$ cat src/rtl/uart_rx.sv
// rtl/uart_rx.sv - 8N1-style UART receiver with mid-bit sampling and a valid/ready output register
`timescale 1ns/1ps
module uart_rx #(
  parameter int DATA_WIDTH = 8,
  parameter int BAUD_RATE  = 115200,
  parameter int CLK_FREQ   = 100_000_000
) (
  input  logic                  clk,
  input  logic                  rst,
  input  logic                  uart_in,
  output logic [DATA_WIDTH-1:0] data,
  output logic                  valid,
  input  logic                  ready,
  output logic                  frame_err,
  output logic                  overrun
);

  localparam int PULSE_WIDTH      = CLK_FREQ / BAUD_RATE;
  localparam int HALF_PULSE_WIDTH = PULSE_WIDTH / 2;
  localparam int CW               = $clog2(PULSE_WIDTH);
  localparam int BW               = $clog2(DATA_WIDTH + 1);
  localparam logic [CW-1:0] PW_M1   = CW'(PULSE_WIDTH - 1);
  localparam logic [CW-1:0] HALF_M1 = CW'(HALF_PULSE_WIDTH - 1);
  localparam logic [BW-1:0] LAST_BIT = BW'(DATA_WIDTH - 1);

  typedef enum logic [2:0] {
    S_WAIT_IDLE = 3'd0,
    S_IDLE      = 3'd1,
    S_START     = 3'd2,
    S_DATA      = 3'd3,
    S_STOP      = 3'd4
  } state_t;

  state_t                state_q, state_d;
  logic [1:0]            sync_q, sync_d;
  logic [CW-1:0]         clk_cnt_q, clk_cnt_d;
  logic [BW-1:0]         bit_cnt_q, bit_cnt_d;
  logic [DATA_WIDTH-1:0] shift_q, shift_d;
  logic [DATA_WIDTH-1:0] data_q, data_d;
  logic                  valid_q, valid_d;
  logic                  frame_err_q, frame_err_d;
  logic                  overrun_q, overrun_d;
  logic                  deliver;
  logic                  rx_s;

  assign rx_s = sync_q[1];

  always_comb begin
    sync_d      = {sync_q[0], uart_in};
    state_d     = state_q;
    clk_cnt_d   = clk_cnt_q;
    bit_cnt_d   = bit_cnt_q;
    shift_d     = shift_q;
    data_d      = data_q;
    valid_d     = valid_q;
    frame_err_d = 1'b0;
    overrun_d   = 1'b0;
    deliver     = 1'b0;

    if (valid_q && ready) valid_d = 1'b0;

    case (state_q)
      S_WAIT_IDLE: begin
        // Demand a full bit-time of idle line before looking for a start edge
        if (!rx_s)                 clk_cnt_d = PW_M1;
        else if (clk_cnt_q == '0)  state_d   = S_IDLE;
        else                       clk_cnt_d = clk_cnt_q - CW'(1);
      end
      S_IDLE: begin
        if (!rx_s) begin
          state_d   = S_START;
          clk_cnt_d = HALF_M1;
        end
      end
      S_START: begin
        if (clk_cnt_q != '0) begin
          clk_cnt_d = clk_cnt_q - CW'(1);
        end else if (!rx_s) begin
          state_d   = S_DATA;
          clk_cnt_d = PW_M1;
          bit_cnt_d = '0;
        end else begin
          state_d   = S_IDLE;
        end
      end
      S_DATA: begin
        if (clk_cnt_q != '0) begin
          clk_cnt_d = clk_cnt_q - CW'(1);
        end else begin
          shift_d   = {rx_s, shift_q[DATA_WIDTH-1:1]};
          clk_cnt_d = PW_M1;
          bit_cnt_d = bit_cnt_q + BW'(1);
          if (bit_cnt_q == LAST_BIT) state_d = S_STOP;
        end
      end
      S_STOP: begin
        if (clk_cnt_q != '0) begin
          clk_cnt_d = clk_cnt_q - CW'(1);
        end else if (rx_s) begin
          state_d = S_IDLE;
          deliver = 1'b1;
        end else begin
          frame_err_d = 1'b1;
          state_d     = S_WAIT_IDLE;
          clk_cnt_d   = PW_M1;
        end
      end
      default: begin
        state_d   = S_WAIT_IDLE;
        clk_cnt_d = PW_M1;
      end
    endcase

    // A pending word is only replaced if it is consumed in the same cycle
    if (deliver) begin
      if (!valid_q || ready) begin
        data_d  = shift_q;
        valid_d = 1'b1;
      end else begin
        overrun_d = 1'b1;
      end
    end
  end

  always_ff @(posedge clk) begin
    if (rst) begin
      sync_q      <= 2'b11;
      state_q     <= S_WAIT_IDLE;
      clk_cnt_q   <= PW_M1;
      bit_cnt_q   <= '0;
      shift_q     <= '0;
      data_q      <= '0;
      valid_q     <= 1'b0;
      frame_err_q <= 1'b0;
      overrun_q   <= 1'b0;
    end else begin
      sync_q      <= sync_d;
      state_q     <= state_d;
      clk_cnt_q   <= clk_cnt_d;
      bit_cnt_q   <= bit_cnt_d;
      shift_q     <= shift_d;
      data_q      <= data_d;
      valid_q     <= valid_d;
      frame_err_q <= frame_err_d;
      overrun_q   <= overrun_d;
    end
  end

  assign data      = data_q;
  assign valid     = valid_q;
  assign frame_err = frame_err_q;
  assign overrun   = overrun_q;

endmodule

$ cat config.mk
export PLATFORM = sky130hd
export DESIGN_NAME = uart_rx
export DESIGN_NICKNAME = d
export VERILOG_FILES = /design/src/rtl/uart_rx.sv
export SDC_FILE = /design/constraint.sdc
export NUM_CORES = 1
export LEC_CHECK = 0
export ABC_AREA = 0
export ABC_CLOCK_PERIOD_IN_PS = 2700
export CAP_MARGIN = 20
export CORE_UTILIZATION = 25
export CTS_BUF_LIST = sky130_fd_sc_hd__clkbuf_16
export DETAILED_ROUTE_END_ITERATION = 10
export PLACE_DENSITY = 0.38
export SKIP_CTS_REPAIR_TIMING = 1
export SYNTH_ARGS = -nofsm -noshare
export SYNTH_HDL_FRONTEND = slang
export SYNTH_SLANG_ARGS = --single-unit
$ cat constraint.sdc
create_clock -name clk -period 2.7 [get_ports clk]
set_input_delay 0.54 -clock clk [delete_from_list [all_inputs] [get_ports clk]]
set_output_delay 0.54 -clock clk [all_outputs]
set_load 0.03 [all_outputs]
==> results of run 1 <==
-- cells in the final DEF, fill, tap and decap left out, types with 3 or more instances in the layout --
| master | n |
|---|---|
| sky130_fd_sc_hd__buf_4 | 7 |
| sky130_fd_sc_hd__nand2_1 | 15 |
| sky130_fd_sc_hd__or2_2 | 3 |
| sky130_fd_sc_hd__mux2i_1 | 18 |
| sky130_fd_sc_hd__clkdlybuf4s50_1 | 14 |
| sky130_fd_sc_hd__a311oi_1 | 3 |
| sky130_fd_sc_hd__clkbuf_16 | 5 |
| sky130_fd_sc_hd__a21oi_1 | 11 |
| sky130_fd_sc_hd__nand3b_1 | 5 |
| sky130_fd_sc_hd__a22oi_1 | 3 |
| sky130_fd_sc_hd__nand3_1 | 6 |
| sky130_fd_sc_hd__a31oi_1 | 4 |
| sky130_fd_sc_hd__nor3_1 | 6 |
| sky130_fd_sc_hd__ha_1 | 3 |
| sky130_fd_sc_hd__a41oi_1 | 3 |
| sky130_fd_sc_hd__dfxtp_1 | 38 |
| sky130_fd_sc_hd__inv_1 | 5 |
| sky130_fd_sc_hd__nor2_1 | 36 |
| sky130_fd_sc_hd__o21ai_0 | 12 |
| sky130_fd_sc_hd__o211ai_1 | 5 |
| sky130_fd_sc_hd__nand2b_1 | 9 |
-- flip-flops by register name, indices dropped and copies added, names as in the netlist --
register	count
bit_cnt_q	4
clk_cnt_q	10
data	8
frame_err	1
overrun	1
shift_q	8
state_q	3
sync_q	2
valid	1
-- synth_stat cells (all sizes together), types with 2 or more instances --
master | n | share of area [%]
dfxtp | 38 | 38
nor2 | 36 | 6.7
mux2i | 18 | 9.0
nand2 | 15 | 2.8
o21ai | 13 | 3.4
a21oi | 11 | 2.7
clkbuf | 10 | 1.9
nand2b | 9 | 2.8
nand3 | 8 | 2.5
nor3 | 6 | 1.5
buf | 5 | 2.2
inv | 5 | 0.94
nand3b | 5 | 1.9
o211ai | 5 | 1.9
a31oi | 4 | 1.2
a22oi | 3 | 1.1
a311oi | 3 | 1.3
a41oi | 3 | 1.3
ha | 3 | 1.9
or2 | 3 | 0.94
or3 | 3 | 1.0
a21o | 2 | 0.81
a32oi | 2 | 0.87
nor3b | 2 | 1.3
nor4 | 2 | 1.4
o41ai | 2 | 0.87
xnor2 | 2 | 0.87
xor2 | 2 | 0.87
-- through the flow --
stage | hold slack (ps) | total power, uW | instances | cell area [um^2] | setup slack (ps)
after global routing | 426 | 1460 | 351 | 2430 | 371
final | 407 | 1410 | 351 | 2430 | 538
after CTS | 412 | 1430 | 351 | 2430 | 533
after detailed placement | 398 | 647 | 343 | 2240 | 553
after global placement | 394 | 649 | 343 | 2240 | 534
after floorplan | 389 | 627 | 235 | 2000 | 829
-- power by group through the flow --
stage | sequential [uW] | clock [uW] | combinational [uW]
2_1_floorplan | 587 | 0 | 40.1
3_3_place_gp | 591 | 0 | 58.3
3_5_place_dp | 591 | 0 | 55.9
4_1_cts | 578 | 796 | 56.4
5_1_grt | 579 | 819 | 63.3
6_report | 579 | 772 | 55.9
-- how the worst max path moves through the flow --
stage / start / endpoint / slack [ps] / cells past startpoint
2_1_floorplan: clk_cnt_q[0]$_SDFFE_PP1P_ / clk_cnt_q[2]$_SDFFE_PP0P_ / 830 / 8
6_report: clk_cnt_q[3]$_SDFFE_PP0P_ / data[6]$_SDFFE_PP0P_ / 540 / 5
3_3_place_gp: clk_cnt_q[3]$_SDFFE_PP0P_ / data[4]$_SDFFE_PP0P_ / 530 / 5
4_1_cts: clk_cnt_q[3]$_SDFFE_PP0P_ / data[6]$_SDFFE_PP0P_ / 530 / 5
5_1_grt: clk_cnt_q[3]$_SDFFE_PP0P_ / data[6]$_SDFFE_PP0P_ / 370 / 5
3_5_place_dp: clk_cnt_q[3]$_SDFFE_PP0P_ / data[3]$_SDFFE_PP0P_ / 550 / 5
-- kinds of logic (layout without fill, tap and decap cells) --
family / after synthesis / count (layout) / synth area share (%)
flops: 38 / 38 / 38.0
buf+inv: 20 / 34 / 5.06
compound gates: 54 / 54 / 18.0
xor+xnor: 4 / 4 / 1.75
fa+ha+maj: 3 / 3 / 1.87
mux: 18 / 18 / 8.99
simple gates: 98 / 98 / 26.4
-- layout make-up --
cell class                 instances  area (um^2)  share of cell area (%)
clock inverter                     3         68.8                    2.83
sequential                        38          761                    31.2
multi-input combinational        177         1140                    46.9
tap                              102          128                    5.24
clock buffer                       5          125                    5.14
inverter                           5         18.8                   0.771
timing repair buffer              21          193                    7.91
-- routing by layer --
layer	share of wire [%]	track usage, %
met2	45	18.7
met4	0.92	3.17
met3	2.6	3.18
met1	52	17.2
met5	0	0
-- worst register-to-register path, cell delays in order, from the launching register on --
cell                      delay [ps]
sky130_fd_sc_hd__dfxtp_1         380
sky130_fd_sc_hd__nor4_4          480
sky130_fd_sc_hd__and3_1          510
sky130_fd_sc_hd__and4_4          420
sky130_fd_sc_hd__mux2i_1         200
sky130_fd_sc_hd__nor2_1           50
==> metrics.log, run 1 <==
[metrics] clock share of power: 54.9%
[metrics] TritonCTS clock tree: built
[metrics] asr flop ratio synth: 0%
[metrics] slew at the pin closest to its max-slew limit: 602 ps
[metrics] register bit total from synthesis: 38
[metrics] Final Util: 31.5%
[metrics] wire length of the first global-routing pass: 8070 um
[metrics] VDD IR-drop max: 0.244 mV
[metrics] worst stage delay on the critical path: 510 ps
[metrics] worst hold path cell count: 1
[metrics] area delta synth->final: 21.5%
[metrics] min-delay worst type: reg -> reg
[metrics] half-perimeter wire length after detailed placement: 3390 um
[metrics] highest achievable clock rate: 463 MHz
[metrics] Die Footprint: 0.00838 mm^2
[metrics] Synthesis Warnings: 0
[metrics] initial core utilization: 25.9%
[metrics] global routing usage summed across all routing layers: 12.3%
[metrics] number of buffer and inverter instances along the worst setup path: 0
[metrics] maximum root-to-sink buffer count: 2
[metrics] critical path class: reg -> reg
[metrics] Num Clock Sinks: 38
[metrics] Layout fillers: 830
[metrics] depth of the most critical reg-to-reg path: 5
[metrics] number of buffers inserted by port buffering: 14
[metrics] reg2reg end: data[6]$_SDFFE_PP0P_
[metrics] CP max stage cell: sky130_fd_sc_hd__and3_1
[metrics] Post-Synthesis Net Count: 242
[metrics] critical hold path startpoint: sync_q[0]$_SDFF_PP1_
[metrics] number of flops mapped to enable cells by yosys: 0
[metrics] source-to-sink clock delay at the later pin of the worst-skew pair: 280 ps
[metrics] RSZ-0062 raised after global routing: no
[metrics] iteration-0 DRC count of the detailed router: 71
[metrics] number of distinct standard cells referenced by the synthesized netlist: 52
[metrics] total routed wirelength: 4800 um
[metrics] setup total negative slack: 0 ps
[metrics] clock period minus worst slack: 2160 ps
[metrics] number of I/O pins: 15
[metrics] Critical R2R Launch: clk_cnt_q[3]$_SDFFE_PP0P_
[metrics] total grt overflow: 0
[metrics] cell count after synthesis: 235
[metrics] maximum net fanout on the critical path: 10
[metrics] H-Tree Level Count: 2
[metrics] setup slack of the worst register-to-register path: 540 ps
[metrics] total power density per cell area: 578 mW/mm^2
[metrics] dominant synthesized flop cell: sky130_fd_sc_hd__dfxtp_1
[metrics] die boundary width: 91.5 um
[metrics] Synth Area per Inst: 8.52 um^2
[metrics] internal power consumption: 1120 uW
[metrics] drt first pass iters: 4
[metrics] count of final setup violators: 0
[metrics] Flop pwr share: 41.2%
[metrics] cell at the root of the clock tree: sky130_fd_sc_hd__clkbuf_16
[metrics] WL/cell: 13.7 um
[metrics] combinational group share of total power: 4.0%
[metrics] net switching power of the design: 283 uW
[metrics] data arrival time of the worst path: 2330 ps
[metrics] result of the run: complete, no violations
[metrics] Via Count: 1703
[metrics] post-route clock skew: 6.99 ps
[metrics] core outline area: 0.00773 mm^2
[metrics] net total in the final layout: 255
[metrics] type of element launching the critical path: register
[metrics] largest net degree at the start of global routing: 17
[metrics] cells along the critical path: nor4_4, and3_1, and4_4, mux2i_1, nor2_1
[metrics] remaining antenna violation count after routing: 0
[metrics] switching portion of total power: 20.1%
[metrics] standby leakage power: 0.000904 uW
[metrics] y dimension of the die: 91.5 um
[metrics] final count of hold timing violations: 0
[metrics] via count of the first global-routing pass: 1585
[metrics] antenna cells: 0
[metrics] crit share post-route: 80.1%
[metrics] Slew headroom: 59.8%
[metrics] number of rows in the core area: 32
[metrics] sequential-to-total area share from yosys stat: 38.0%
[metrics] clock slew at the register clock pins of the worst setup and hold paths: 60 ps
[metrics] remaining routing DRC violations: 0
[metrics] final max-slew violation count: 0
[metrics] combined area of all synthesized cells: 0.00200 mm^2
[metrics] share of final-layout standard cells stronger than drive strength 1: 10.4%
[metrics] required time of the critical path: 2870 ps
[metrics] antenna violations before repair: 0
[metrics] max cap viols: 0
[metrics] weighted congestion at the end of routability-driven global placement: 0.775
[metrics] Num CTS Buffers: 5
[metrics] Setup crit end kind: register
[metrics] Worst Hold Endpoint: sync_q[1]$_SDFF_PP1_
[metrics] detail-routed via count per cell: 4.85
[metrics] category of cells accounting for the largest share of critical-path delay: simple AND/OR/NAND/NOR gates
No activity file was read; power rests on OpenSTA's default activity.
==> run 2: changes to the inputs <==
Settings changed: ABC_CLOCK_PERIOD_IN_PS 2700 to 2270.
Clock period 2.7 ns to 2.27 ns, I/O delays scaled along.
==> run 2 against run 1 <==
Via count increased by 0.41%. Critical path type unchanged. Cell area increased by 1.5%. Critical path depth increased by 2. Sequential cell count unchanged. Clock skew decreased by 2.3 ps. Maximum frequency increased by 7.3%. Clock-buffer cell count unchanged. Cell count increased by 0.57%. Power increased by 19%. Critical endpoint is now clk_cnt_q[2]$_SDFFE_PP0P_.
==> metrics.log, run 2 (synthesis results as in run 1) <==
[metrics] Setup crit end kind: register
[metrics] number of rows in the core area: 32 (unchanged)
[metrics] iteration-0 DRC count of the detailed router: 90 (+27%)
[metrics] TritonCTS clock tree: built
[metrics] type of element launching the critical path: register
[metrics] post-route worst setup slack: 256 ps (-283 ps)
[metrics] detail-routed via count per cell: 4.84 (-0.16%)
[metrics] clock share of power: 54.6% (-0.3 points)
[metrics] RSZ-0062 raised after global routing: no
[metrics] global routing usage summed across all routing layers: 12.6% (+0.28 points)
[metrics] commonest cells after routing, fill and taps aside: sky130_fd_sc_hd__dfxtp_1, sky130_fd_sc_hd__nor2_1, sky130_fd_sc_hd__mux2i_1
[metrics] detailed route wirelength on metal2: 2090 um (-2.5%)
[metrics] Routed met3 length: 190 um (+50%)
[metrics] Via Count: 1710 (+0.41%)
[metrics] Critical R2R Launch: clk_cnt_q[0]$_SDFFE_PP1P_
[metrics] cell at the root of the clock tree: sky130_fd_sc_hd__clkbuf_16
[metrics] area of placed instances: 0.00227 mm^2 (+1.2%)
[metrics] slew at the pin closest to its max-slew limit: 498 ps (-104 ps)
[metrics] total grt overflow: 0 (unchanged)
[metrics] H-Tree Level Count: 2 (unchanged)
[metrics] share of final-layout standard cells stronger than drive strength 1: 12.0% (+1.5 points)
[metrics] total routed wirelength: 4870 um (+1.5%)
[metrics] total power density per cell area: 675 mW/mm^2 (+17%)
[metrics] maximum net fanout on the critical path: 10 (unchanged)
[metrics] largest net degree at the start of global routing: 18 (+1)
[metrics] remaining routing DRC violations: 0 (unchanged)
[metrics] Flop pwr share: 41.1% (about the same)
[metrics] Die Footprint: 0.00838 mm^2 (unchanged)
[metrics] final max-slew violation count: 0 (unchanged)
[metrics] number of buffers inserted by port buffering: 14 (unchanged)
[metrics] data arrival time of the worst path: 2220 ps (-110 ps)
[metrics] combinational group share of total power: 4.3% (+0.3 points)
[metrics] count of final setup violators: 0 (unchanged)
[metrics] min-delay worst type: reg -> reg
[metrics] maximum root-to-sink buffer count: 2 (unchanged)
[metrics] remaining antenna violation count after routing: 0 (unchanged)
[metrics] area delta synth->final: 23.4%
[metrics] number of I/O pins: 15 (unchanged)
[metrics] source-to-sink clock delay at the later pin of the worst-skew pair: 280 ps (about the same)
[metrics] VDD IR-drop max: 0.326 mV (+34%)
[metrics] number of flip-flops under the largest register name: 10 (unchanged)
[metrics] net total in the final layout: 257 (+0.78%)
[metrics] required time of the critical path: 2470 ps (-400 ps)
[metrics] critical hold path startpoint: sync_q[0]$_SDFF_PP1_
[metrics] setup total negative slack: 0 ps (unchanged)
[metrics] post-route cell area: 0.00247 mm^2 (+1.5%)
[metrics] net switching power of the design: 331 uW (+17%)
[metrics] core outline area: 0.00773 mm^2 (unchanged)
[metrics] max cap viols: 0 (unchanged)
[metrics] initial core utilization: 25.9% (unchanged)
[metrics] half-perimeter wire length after detailed placement: 3430 um (+1.3%)
[metrics] highest achievable clock rate: 496 MHz (+7.3%)
[metrics] Num CTS Buffers: 5 (unchanged)
[metrics] Slew headroom: 66.5% (+6.8 points)
[metrics] antenna cells: 0 (unchanged)
[metrics] switching portion of total power: 19.8% (-0.29 points)
[metrics] result of the run: complete, no violations
[metrics] internal power consumption: 1340 uW (+19%)
[metrics] clock period minus worst slack: 2010 ps (-147 ps)
[metrics] WL/cell: 13.8 um (+0.88%)
[metrics] standby leakage power: 0.000919 uW (+1.6%)
[metrics] critical path class: reg -> reg
[metrics] Top Layer Used: met4
[metrics] y dimension of the die: 91.5 um (unchanged)
[metrics] Num Clock Sinks: 38 (unchanged)
[metrics] crit share post-route: 88.7% (+8.7 points)
[metrics] antenna violations before repair: 0 (unchanged)
[metrics] post-route clock skew: 4.65 ps (-2.34 ps)
[metrics] final count of hold timing violations: 0 (unchanged)
[metrics] drt first pass iters: 4 (unchanged)
[metrics] beginning of the critical path: clk_cnt_q[0]$_SDFFE_PP1P_
[metrics] commonest non-fill, non-tap cell in the layout: sky130_fd_sc_hd__dfxtp_1
[metrics] via count of the first global-routing pass: 1600 (+0.95%)
[metrics] Final Util: 32.0% (+0.47 points)
[metrics] WL met1: 2520 um (+1.6%)
[metrics] die boundary width: 91.5 um (unchanged)
[metrics] register ranked first by flip-flop count: clk_cnt_q
[metrics] Worst Setup Slack post-DPL: 217 ps (-336 ps)
[metrics] weighted congestion at the end of routability-driven global placement: 0.760 (-1.9%)
[metrics] wire length of the first global-routing pass: 8280 um (+2.6%)
[metrics] clock slew at the register clock pins of the worst setup and hold paths: 60 ps (about the same)
[run 2: cell count changes in the layout (fill, tap and decap cells not counted)]
cell,change
sky130_fd_sc_hd__buf_4,+1
sky130_fd_sc_hd__a32oi_2,+1
sky130_fd_sc_hd__buf_12,+1
sky130_fd_sc_hd__a32oi_1,-1
sky130_fd_sc_hd__and3_1,-1
sky130_fd_sc_hd__and3_2,+1
[run 2: final timing paths]
check | depth (start not counted) | end | slack, ps
hold reg to reg | 1 | sync_q[1]$_SDFF_PP1_ | 410
setup / recovery | 7 | clk_cnt_q[2]$_SDFFE_PP0P_ | 260
hold / removal | 1 | sync_q[1]$_SDFF_PP1_ | 410
setup reg to reg | 7 | clk_cnt_q[2]$_SDFFE_PP0P_ | 260
[run 2: layout make-up]
type / instances / area [um^2]
inverter: 5 / 18.8
fill: 810 / 5260
sequential: 38 / 761
tap: 102 / 128
multi-input combinational: 177 / 1150
clock inverter: 3 / 68.8
timing repair buffer: 23 / 220
clock buffer: 5 / 125
[run 2: metrics by stage]
step | total power [uW] | cells | hold slack (ps)
4_1_cts | 1700 | 353 | 408
5_1_grt | 1730 | 353 | 448
2_1_floorplan | 746 | 235 | 389
3_3_place_gp | 775 | 345 | 391
3_5_place_dp | 772 | 345 | 393
6_report | 1670 | 353 | 408
[run 2: power groups by stage]
stage	logic (uW)	registers (uW)	clock network (uW)
CTS	72.4	686	944
global placement	74.2	700	0
floorplan	47.7	698	0
detailed placement	71.7	700	0
finish	72.1	686	911
global route	81.8	687	966
[run 2: per-layer routing]
metal | up-vias | track usage, %
met4 | 0 | 4.37
met1 | 802 | 17.7
met2 | 24 | 18.7
met3 | 7 | 2.93
li1 | 877 | -
met5 | - | 0
[run 2: worst max-delay path: stages (launching register included)]
cell	delay [ps]
sky130_fd_sc_hd__dfxtp_1	410
sky130_fd_sc_hd__inv_1	80
sky130_fd_sc_hd__ha_1	220
sky130_fd_sc_hd__nor2b_1	140
sky130_fd_sc_hd__and3_2	290
sky130_fd_sc_hd__a21o_2	260
sky130_fd_sc_hd__or3b_1	370
sky130_fd_sc_hd__a31oi_1	160
==> run 3: changes to the inputs <==
Settings changed: CORE_UTILIZATION 25 to 50, PLACE_DENSITY 0.38 to 0.67.
==> run 3 against run 2 <==
Critical path depth is the same. Global-route usage is 10 points higher. Sequential power hardly changed. Sequential share of layout area increased by 1.2 points. Sequential cell count did not move. First-iteration DRC count shrank 20%. Critical endpoint is now clk_cnt_q[0]$_SDFFE_PP1P_. Highest routed layer unchanged.
==> metrics.log, run 3 (synthesis results as in run 1) <==
[metrics] result of the run: complete, no violations
[metrics] maximum root-to-sink buffer count: 2 (unchanged)
[metrics] cell at the root of the clock tree: sky130_fd_sc_hd__clkbuf_16
[metrics] count of final setup violators: 0 (unchanged)
[metrics] commonest non-fill, non-tap cell in the layout: sky130_fd_sc_hd__dfxtp_1
[metrics] largest net degree at the start of global routing: 29 (+11)
[metrics] detail-routed via count per cell: 5.80 (+20%)
[metrics] Num CTS Buffers: 5 (unchanged)
[metrics] number of flip-flops under the largest register name: 10 (unchanged)
[metrics] via count of the first global-routing pass: 1579 (-1.3%)
[metrics] highest achievable clock rate: 480 MHz (-3.3%)
[metrics] total grt overflow: 0 (unchanged)
[metrics] total power density per cell area: 697 mW/mm^2 (+3.2%)
[metrics] area delta synth->final: 18.6%
[metrics] max cap viols: 0 (unchanged)
[metrics] data arrival time of the worst path: 2240 ps (+20 ps)
[metrics] drt first pass iters: 4 (unchanged)
[metrics] routing usage on met3: 4.86% (+1.9 points)
[metrics] die boundary width: 65.3 um (-29%)
[metrics] antenna violations before repair: 0 (unchanged)
[metrics] Via Count: 1728 (+1.1%)
[metrics] core outline area: 0.00374 mm^2 (-52%)
[metrics] iteration-0 DRC count of the detailed router: 72 (-20%)
[metrics] half-perimeter wire length after detailed placement: 3040 um (-11%)
[metrics] register ranked first by flip-flop count: clk_cnt_q
[metrics] clock slew at the register clock pins of the worst setup and hold paths: 60 ps (about the same)
[metrics] highest-utilization routing layer at the global route stage: met2
[metrics] commonest cells after routing, fill and taps aside: sky130_fd_sc_hd__dfxtp_1, sky130_fd_sc_hd__nor2_1, sky130_fd_sc_hd__mux2i_1
[metrics] number of I/O pins: 15 (unchanged)
[metrics] net total in the final layout: 256 (-0.39%)
[metrics] setup total negative slack: 0 ps (unchanged)
[metrics] number of rows in the core area: 22 (-31%)
[metrics] weighted congestion at the end of routability-driven global placement: 0.790 (+3.8%)
[metrics] slew at the pin closest to its max-slew limit: 446 ps (-52.6 ps)
[metrics] total routed wirelength: 4350 um (-11%)
[metrics] area of placed instances: 0.00218 mm^2 (-3.9%)
[metrics] initial core utilization: 53.5% (+28 points)
[metrics] antenna cells: 0 (unchanged)
[metrics] remaining routing DRC violations: 0 (unchanged)
[metrics] clock period minus worst slack: 2080 ps (+69.2 ps)
[metrics] global routing usage summed across all routing layers: 22.8% (+10 points)
[metrics] RSZ-0062 raised after global routing: no
[metrics] remaining antenna violation count after routing: 0 (unchanged)
[metrics] Layout fillers: 334 (-59%)
[metrics] post-route cell area: 0.00237 mm^2 (-3.9%)
[metrics] type of element launching the critical path: register
[metrics] crit share post-route: 91.8% (+3.1 points)
[metrics] H-Tree Level Count: 2 (unchanged)
[metrics] source-to-sink clock delay at the later pin of the worst-skew pair: 280 ps (about the same)
[metrics] Slew headroom: 70.1% (+3.5 points)
[metrics] global-route met1 utilization: 30.0% (+12 points)
[metrics] VDD IR-drop max: 0.486 mV (+49%)
[metrics] TritonCTS clock tree: built
[metrics] number of buffers inserted by port buffering: 14 (unchanged)
[metrics] standby leakage power: 0.000909 uW (-1.1%)
[metrics] Die Footprint: 0.00426 mm^2 (-49%)
[metrics] final count of hold timing violations: 0 (unchanged)
[metrics] share of final-layout standard cells stronger than drive strength 1: 10.8% (-1.2 points)
[metrics] required time of the critical path: 2430 ps (-40 ps)
[metrics] critical path class: reg -> reg
[metrics] Setup crit end kind: register
[metrics] FF+latch area: 761 um^2 (unchanged)
[metrics] Num Clock Sinks: 38 (unchanged)
[metrics] final max-slew violation count: 0 (unchanged)
[metrics] global-route track usage on met2: 36.1% (+17 points)
[metrics] WL/cell: 14.6 um (+5.9%)
[metrics] maximum net fanout on the critical path: 10 (unchanged)
[metrics] post-route clock skew: 5.52 ps (+0.872 ps)
[metrics] wire length of the first global-routing pass: 7420 um (-10%)
[metrics] y dimension of the die: 65.3 um (-29%)
[metrics] min-delay worst type: reg -> reg
[metrics] area of the multi-input gates: 0.00114 mm^2 (-0.76%)
==> run 3: cell count changes in the layout (fill, tap and decap cells not counted) <==
| cell | change |
|---|---|
| sky130_fd_sc_hd__a32oi_1 | +1 |
| sky130_fd_sc_hd__and3_1 | +1 |
| sky130_fd_sc_hd__a32oi_2 | -1 |
| sky130_fd_sc_hd__buf_12 | -1 |
| sky130_fd_sc_hd__and3_2 | -1 |
==> run 3: worst paths after layout <==
kind                             start                         to  slack, ps  depth (start not counted)
max reg2reg  clk_cnt_q[0]$_SDFFE_PP1P_  clk_cnt_q[0]$_SDFFE_PP1P_        190                          7
min               sync_q[0]$_SDFF_PP1_       sync_q[1]$_SDFF_PP1_        410                          1
max          clk_cnt_q[0]$_SDFFE_PP1P_  clk_cnt_q[0]$_SDFFE_PP1P_        190                          7
min reg2reg       sync_q[0]$_SDFF_PP1_       sync_q[1]$_SDFF_PP1_        410                          1
==> run 3: layout make-up <==
type	count	area share (%)
clock buffers	5	5.27
clock inverters	3	2.90
inverters	5	0.790
multi-input cells	177	48.1
flip-flops and latches	38	32.0
well taps	48	2.53
repair buffers	22	8.43
==> run 3: per-stage QoR <==
step	total power (uW)	hold slack (ps)	util, %	instances	setup WS (ps)
finish	1660	415	63.4	298	186
global route	1700	457	63.4	298	4.30
CTS	1670	418	63.4	298	177
detailed placement	768	406	58.3	290	193
global placement	767	398	58.3	290	298
floorplan	746	389	-	235	399
==> run 3: power breakdown <==
group	total, uW	internal, uW	switching, uW	leakage (uW)
Combinational	68.2	28.9	39.3	0.000508
Clock	901	631	270	0.0000940
Sequential	686	676	9.93	0.000307
==> run 3: worst max-delay path: stages, from the launching register on <==
cell	delay, ps
sky130_fd_sc_hd__dfxtp_1	410
sky130_fd_sc_hd__inv_1	90
sky130_fd_sc_hd__ha_1	220
sky130_fd_sc_hd__nor2b_1	140
sky130_fd_sc_hd__and3_1	300
sky130_fd_sc_hd__a21o_2	290
sky130_fd_sc_hd__a2111oi_0	370
sky130_fd_sc_hd__o21ai_0	140
==> run 3: metal layers <==
metal | share of wire (%) | vias to the layer above
li1 | - | 873
met1 | 49 | 813
met2 | 46 | 35
met3 | 4.2 | 7
met4 | 1.4 | 0
met5 | 0 | -
